**config.mk**
```make
export PLATFORM = sky130hd
export DESIGN_NAME = sobel_frame_ctrl
export DESIGN_NICKNAME = d
export VERILOG_FILES = /design/src/rtl/sobel_pkg.sv /design/src/rtl/sobel_line_buffer.sv /design/src/rtl/sobel_module.sv /design/src/rtl/sobel_frame_ctrl.sv
export SDC_FILE = /design/constraint.sdc
export NUM_CORES = 1
export LEC_CHECK = 0
export BUFFER_PORTS_ARGS = -buffer_cell sky130_fd_sc_hd__buf_2
export CAP_MARGIN = 20
export CORE_AREA = 8 8 352 354
export DETAILED_ROUTE_END_ITERATION = 16
export DIE_AREA = 0 0 360 362
export PLACE_DENSITY_LB_ADDON = 0.3
export RECOVER_POWER = 25
export SLEW_MARGIN = 20
export SYNTH_ARGS = -nofsm -noshare
export SYNTH_HDL_FRONTEND = slang
export SYNTH_SLANG_ARGS = --single-unit
```
**constraint.sdc**
```tcl
create_clock -name clk -period 13.6 [get_ports clk]
set_input_delay 3.4 -clock clk [delete_from_list [all_inputs] [get_ports clk]]
set_output_delay 3.4 -clock clk [all_outputs]
set_load 0.05 [all_outputs]
```
**src/rtl/sobel_pkg.sv**
```systemverilog
// Shared types and constants for the sobel frame path: pixel width, sequencer states, 3x3 tap indices.
// Tap indices are in raster order within the window; P4 is the centre.
package sobel_pkg;

  localparam int PIX_W = 8;

  typedef enum logic [1:0] {
    IDLE   = 2'd0,
    STREAM = 2'd1,
    FLUSH  = 2'd2
  } state_t;

  localparam int P0 = 0;
  localparam int P1 = 1;
  localparam int P2 = 2;
  localparam int P3 = 3;
  localparam int P4 = 4;
  localparam int P5 = 5;
  localparam int P6 = 6;
  localparam int P7 = 7;
  localparam int P8 = 8;

endpackage

```
**src/rtl/sobel_line_buffer.sv**
```systemverilog
// One-row pixel store, single port, read-before-write: rd_dat is the old word at addr, combinational.
// No backpressure; the caller qualifies writes with we.
module sobel_line_buffer
  import sobel_pkg::*;
#(
  parameter int DEPTH = 64,
  parameter int AW    = 6
) (
  input  logic             clk,
  input  logic             we,
  input  logic [AW-1:0]    addr,
  input  logic [PIX_W-1:0] wr_dat,
  output logic [PIX_W-1:0] rd_dat
);

  logic [PIX_W-1:0] mem [DEPTH];

  assign rd_dat = mem[addr];

  always_ff @(posedge clk) begin
    if (we) mem[addr] <= wr_dat;
  end

endmodule

```
**src/rtl/sobel_module.sv**
```systemverilog
// Sobel edge decision: |Gx| + |Gy| over the eight border taps, compared against threshold.
// Purely combinational, no handshake.
module sobel_module
  import sobel_pkg::*;
(
  input  logic [PIX_W-1:0] p0,
  input  logic [PIX_W-1:0] p1,
  input  logic [PIX_W-1:0] p2,
  input  logic [PIX_W-1:0] p3,
  input  logic [PIX_W-1:0] p5,
  input  logic [PIX_W-1:0] p6,
  input  logic [PIX_W-1:0] p7,
  input  logic [PIX_W-1:0] p8,
  input  logic [7:0]       threshold,
  output logic             result
);

  logic [10:0]        gxp, gxn, gyp, gyn;
  logic signed [11:0] gx, gy;
  logic [10:0]        ax, ay;
  logic [11:0]        mag;

  always_comb begin
    gxp    = {3'd0, p2} + {2'd0, p5, 1'b0} + {3'd0, p8};
    gxn    = {3'd0, p0} + {2'd0, p3, 1'b0} + {3'd0, p6};
    gyp    = {3'd0, p6} + {2'd0, p7, 1'b0} + {3'd0, p8};
    gyn    = {3'd0, p0} + {2'd0, p1, 1'b0} + {3'd0, p2};
    gx     = $signed({1'b0, gxp}) - $signed({1'b0, gxn});
    gy     = $signed({1'b0, gyp}) - $signed({1'b0, gyn});
    ax     = gx[11] ? 11'(-gx) : gx[10:0];
    ay     = gy[11] ? 11'(-gy) : gy[10:0];
    mag    = {1'b0, ax} + {1'b0, ay};
    result = mag > {4'd0, threshold};
  end

endmodule

```
**src/rtl/sobel_frame_ctrl.sv**
```systemverilog
// Frame sequencer: rows buffered in two line buffers, one registered edge bit per interior pixel, 1-cycle latency.
// Input stalls whenever the output register is full and not drained; optional edge_count under SOBEL_STATS_EN.
module sobel_frame_ctrl
  import sobel_pkg::*;
#(
  parameter int IMG_W = 64,
  parameter int IMG_H = 48
) (
  input  logic             clk,
  input  logic             rst,
  input  logic             start,
  input  logic [7:0]       threshold,
  input  logic [PIX_W-1:0] pix_in,
  input  logic             pix_valid,
  output logic             pix_ready,
  output logic             edge_out,
  output logic             edge_valid,
  input  logic             edge_ready,
  output logic             busy,
  output logic             done
`ifdef SOBEL_STATS_EN
  ,
  output logic [31:0]      edge_count
`endif
);

  localparam int CW = $clog2(IMG_W);
  localparam int RW = $clog2(IMG_H);
  localparam logic [CW-1:0] COL_LAST = CW'(IMG_W - 1);
  localparam logic [RW-1:0] ROW_LAST = RW'(IMG_H - 1);

  state_t           state, state_nxt;
  logic [CW-1:0]    col;
  logic [RW-1:0]    row;
  logic [7:0]       thr;
  logic             accept, start_acc, last_pix, emit, result;
  logic [PIX_W-1:0] lb0_rd, lb1_rd;
  logic [PIX_W-1:0] w0, w1, w3, w4, w6, w7;
  logic [PIX_W-1:0] tap [9];

  assign accept    = pix_valid && pix_ready;
  assign start_acc = start && (state == IDLE);
  assign last_pix  = (row == ROW_LAST) && (col == COL_LAST);
  assign emit      = accept && (row >= RW'(2)) && (col >= CW'(2));

  always_ff @(posedge clk or posedge rst) begin
    if (rst) state <= IDLE;
    else     state <= state_nxt;
  end

  always_comb begin
    state_nxt = state;
    case (state)
      IDLE:    if (start) state_nxt = STREAM;
      STREAM:  if (accept && last_pix) state_nxt = FLUSH;
      FLUSH:   if (!edge_valid) state_nxt = IDLE;
      default: state_nxt = IDLE;
    endcase
  end

  always_comb begin
    pix_ready = (state == STREAM) && (!edge_valid || edge_ready);
    busy      = (state != IDLE);
    done      = (state == FLUSH) && !edge_valid;
  end

  always_ff @(posedge clk or posedge rst) begin
    if (rst) begin
      col <= '0;
      row <= '0;
      thr <= '0;
    end else if (start_acc) begin
      col <= '0;
      row <= '0;
      thr <= threshold;
    end else if (accept) begin
      if (col == COL_LAST) begin
        col <= '0;
        row <= row + RW'(1);
      end else begin
        col <= col + CW'(1);
      end
    end
  end

  sobel_line_buffer #(.DEPTH(IMG_W), .AW(CW)) u_lb0 (
    .clk(clk), .we(accept), .addr(col), .wr_dat(pix_in), .rd_dat(lb0_rd)
  );

  sobel_line_buffer #(.DEPTH(IMG_W), .AW(CW)) u_lb1 (
    .clk(clk), .we(accept), .addr(col), .wr_dat(lb0_rd), .rd_dat(lb1_rd)
  );

  // Registered window columns; they carry across row wraps, but emit waits for two same-row shifts.
  always_ff @(posedge clk or posedge rst) begin
    if (rst) begin
      {w0, w1, w3, w4, w6, w7} <= '0;
    end else if (accept) begin
      w0 <= w1;  w1 <= lb1_rd;
      w3 <= w4;  w4 <= lb0_rd;
      w6 <= w7;  w7 <= pix_in;
    end
  end

  always_comb begin
    tap[P0] = w0;  tap[P1] = w1;  tap[P2] = lb1_rd;
    tap[P3] = w3;  tap[P4] = w4;  tap[P5] = lb0_rd;
    tap[P6] = w6;  tap[P7] = w7;  tap[P8] = pix_in;
  end

  sobel_module u_sobel (
    .p0(tap[P0]), .p1(tap[P1]), .p2(tap[P2]), .p3(tap[P3]),
    .p5(tap[P5]), .p6(tap[P6]), .p7(tap[P7]), .p8(tap[P8]),
    .threshold(thr), .result(result)
  );

  always_ff @(posedge clk or posedge rst) begin
    if (rst) begin
      edge_out   <= 1'b0;
      edge_valid <= 1'b0;
    end else if (emit) begin
      edge_out   <= result;
      edge_valid <= 1'b1;
    end else if (edge_ready) begin
      edge_valid <= 1'b0;
    end
  end

`ifdef SOBEL_STATS_EN
  always_ff @(posedge clk or posedge rst) begin
    if (rst)
      edge_count <= '0;
    else if (start_acc)
      edge_count <= '0;
    else if (edge_valid && edge_ready && edge_out && (edge_count != '1))
      edge_count <= edge_count + 32'd1;
  end
`endif

endmodule

```
==> results_dict.tcl <==
set metrics [dict create \
    status "finished with violations" \
    violations "max-capacitance violations, max-slew violations" \
    area_delta_synth_final_pct 12.2 \
    routed-wl-met3_mm 14.4 \
    drt_pass1_iterations 7 \
    cts_buffers 109 \
    grt_max_degree 68 \
    met2_length_mm 61.0 \
    synth_flop_cell "edfxtp_1" \
    synthAdderAreaFrac_pct 3.38 \
    dp_hpwl_mm 84.0 \
    synth.yosys.seq_area_share_pct 69.4 \
    crit_path_start "pix_in[7]" \
    finalCriticalPeriod_ns 11.37 \
    start_kind "input port" \
    holdBufCountCts 0 \
    multiInputGateArea_mm2 0.0134 \
    io_buffer_count 25 \
    r2r_end "edge_out" \
    core_mm2 0.119 \
    die_w_um 360 \
    stdcell_area_mm2 0.0527 \
    drv_cap 16 \
    synth_edf_count 1024 \
    place_ws_ns 3.10 \
    ys_async_sr_fraction_pct 6.57 \
    synth_largest_area_cell "edfxtp_1" \
    remaining_drc_errors 0 \
    min_path_type "register to register" \
    synth_fp_nets 3098 \
    highest_layer "met5" \
    clk_pin_slew_ns 0.05 \
    cts_tree "done" \
    cts_sinks 1096 \
    synth_xor_area_share_pct 1.81 \
    wl_mm 137 \
    clockBufferDepth 3 \
    r2r_setup_slack_ns 2.98 \
    dpl_cell_area_mm2 0.0492 \
    synth.most_common_cell "edfxtp_1" \
    critPathKind "input port to register" \
    r2r_cells 37 \
    worstMarginPinSlew_ns 3.31 \
    required_ns 14.17 \
    rows 127 \
    synth_top_cell_area_share_pct 65.5 \
    final_hold_viol_count 0 \
    gp_congestion 0.918 \
    fin_tns_setup_ns 0 \
    final_nets 3199 \
    fillers 10300 \
    synthTopCellsByArea "edfxtp_1 66%, mux4_2 4.0%, dfrtp_1 3.8%, ha_1 2.9%, mux2_2 2.5%" \
    slew_headroom_pct -121 \
    syn_avg_cell_area_um2 15.9 \
    crit_end "edge_out" \
    drtIter0Drc 3566 \
    antenna_found_initial 7 \
    grt_first_pass_wirelength_mm 198 \
    register_area_mm2 0.0326 \
    setup_viol_count_final 0 \
    synth_top_family_by_area "compound AO/OA/AOI/OAI gates" \
    setup_slack_ns 2.23 \
    synth_compound_area_share_pct 9.23 \
    worstSkewPairLatency_ns 0.73 \
    syn_inst 2957 \
    drive_above_1_share_pct 16.5 \
    fin_crit_sh_pct 83.6 \
    fin_skew_ns 0.0692 \
    io_pins 26 \
    final_cells 4700 \
    detail-route-antenna-nets 0 \
    htree_num_levels 3 \
    drv_slew 585 \
    synthSimpleGateAreaFrac_pct 5.20 \
    rsz0062_at_grt "no" \
    post-cts-setup-buffers 0 \
    initial_core_util_pct 39.5 \
    synth.cell_area_mm2 0.0469 \
    die_area_mm2 0.130 \
    grt_util_all_layers_pct 20.5 \
    arrival_ns 11.94 \
    grt-ovfl-total 0 \
    die_h_um 362 \
    critPathCaptureType "register" \
    r2r-start "col[0]" \
    reg.largest.list "u_lb0.mem x512, u_lb1.mem x512" \
    cts-root-buf "clkbuf_16" \
    routedWlPerCell_um 29.2 \
    vias_per_cell 5.95 \
    wl_met1_mm 55.3 \
    ys_types 78 \
    num_vias 27900 \
    cts_resized 0 \
    cp_max_fo 36 \
    yosys_warnings 0 \
    ys_top_cells_by_count "1,024 x edfxtp_1, 209 x nand2_1, 180 x nor2_1, 117 x a221oi_1, 109 x ha_1" \
    max_freq_mhz 88.0 \
    dp.cells 4494 \
    synth-seq-cells 1096 \
    synthMuxAreaShare_pct 8.80 \
    grt_pass1_vias 27500 \
]
## area by class of cell
type | instances | area share [%]
Sequential cell | 1096 | 61.8
Clock inverter | 65 | 1.21
Multi-Input combinational cell | 1650 | 25.5
Antenna cell | 2 | 0.00950
Timing Repair Buffer | 147 | 1.92
Inverter | 54 | 0.392
Tap cell | 1548 | 3.68
Clock buffer | 138 | 5.43
## critical path, cell delays in order
cell	delay (ns)
buf_2	0.07
clkbuf_1	1.64
clkbuf_1	1.51
ha_1	0.50
a21oi_1	0.15
a21oi_1	0.08
a211o_1	0.32
a31o_2	0.24
ha_1	0.32
o21a_1	0.21
a21oi_1	0.53
o21ai_0	0.29
fa_1	0.50
a21o_1	0.18
a21oi_1	0.23
o21bai_1	0.13
a21o_1	0.21
xor2_1	0.14
ha_1	0.29
a21o_1	0.16
a21oi_1	0.16
and3b_1	0.17
o221ai_1	0.11
mux2_2	0.30
## placed cells by master (no fill, tap or decap), drive strengths merged, types with 8 or more instances in the layout
cell and n:
dfrtp 72, or4 9, mux4 84, nor3 26, a221oi 117, nand3 18, clkinv 52, nand2b 11
o21a 16, nand2 209, nor2 180, a221o 33, o22ai 57, a22o 23, and2 10, bufinv 9
o221ai 12, xnor2 70, nor2b 25, mux2 112, a21oi 80, ha 109, edfxtp 1024, a22oi 58
o211ai 8, inv 55, buf 127, mux2i 96, a21o 22, fa 11, clkbuf 158, xor2 27
o21ai 101
## worst min-delay path by stage
stage / start / end / slack, ns / cells past startpoint
2_1_floorplan: w4[0] / w3[0] / 0.43 / 2
5_1_grt: w4[0] / w3[0] / 0.50 / 2
4_1_cts: w4[0] / w3[0] / 0.46 / 2
3_5_place_dp: w4[0] / w3[0] / 0.45 / 2
6_report: w4[4] / w3[4] / 0.46 / 2
3_3_place_gp: w4[5] / w3[5] / 0.45 / 2
## metrics by stage
step / util, % / hold WS (ns)
floorplan: - / 0.435
global placement: 41.4 / 0.447
detailed placement: 41.4 / 0.451
CTS: 44.4 / 0.462
global route: 44.4 / 0.499
finish: 44.4 / 0.459
## routing by layer
| metal | vias up | global-route usage [%] |
|---|---|---|
| met4 | 2 | 8.78 |
| met3 | 303 | 5.33 |
| met1 | 14200 | 27.9 |
| met2 | 1507 | 31.3 |
| li1 | 11900 | - |
| met5 | - | 0 |
## logic make-up after synthesis
family	count (synthesis)
buffers and inverters	211
muxes	292
and+or+nand+nor	540
xor gates and xnor gates	97
DFF	1096
AOI/OAI and AO/OA	601
adders and majority gates	120
Power is left out: the tool's default activity adds up to more than one toggle a clock period on the data nets, which glitch-free logic cannot reach.
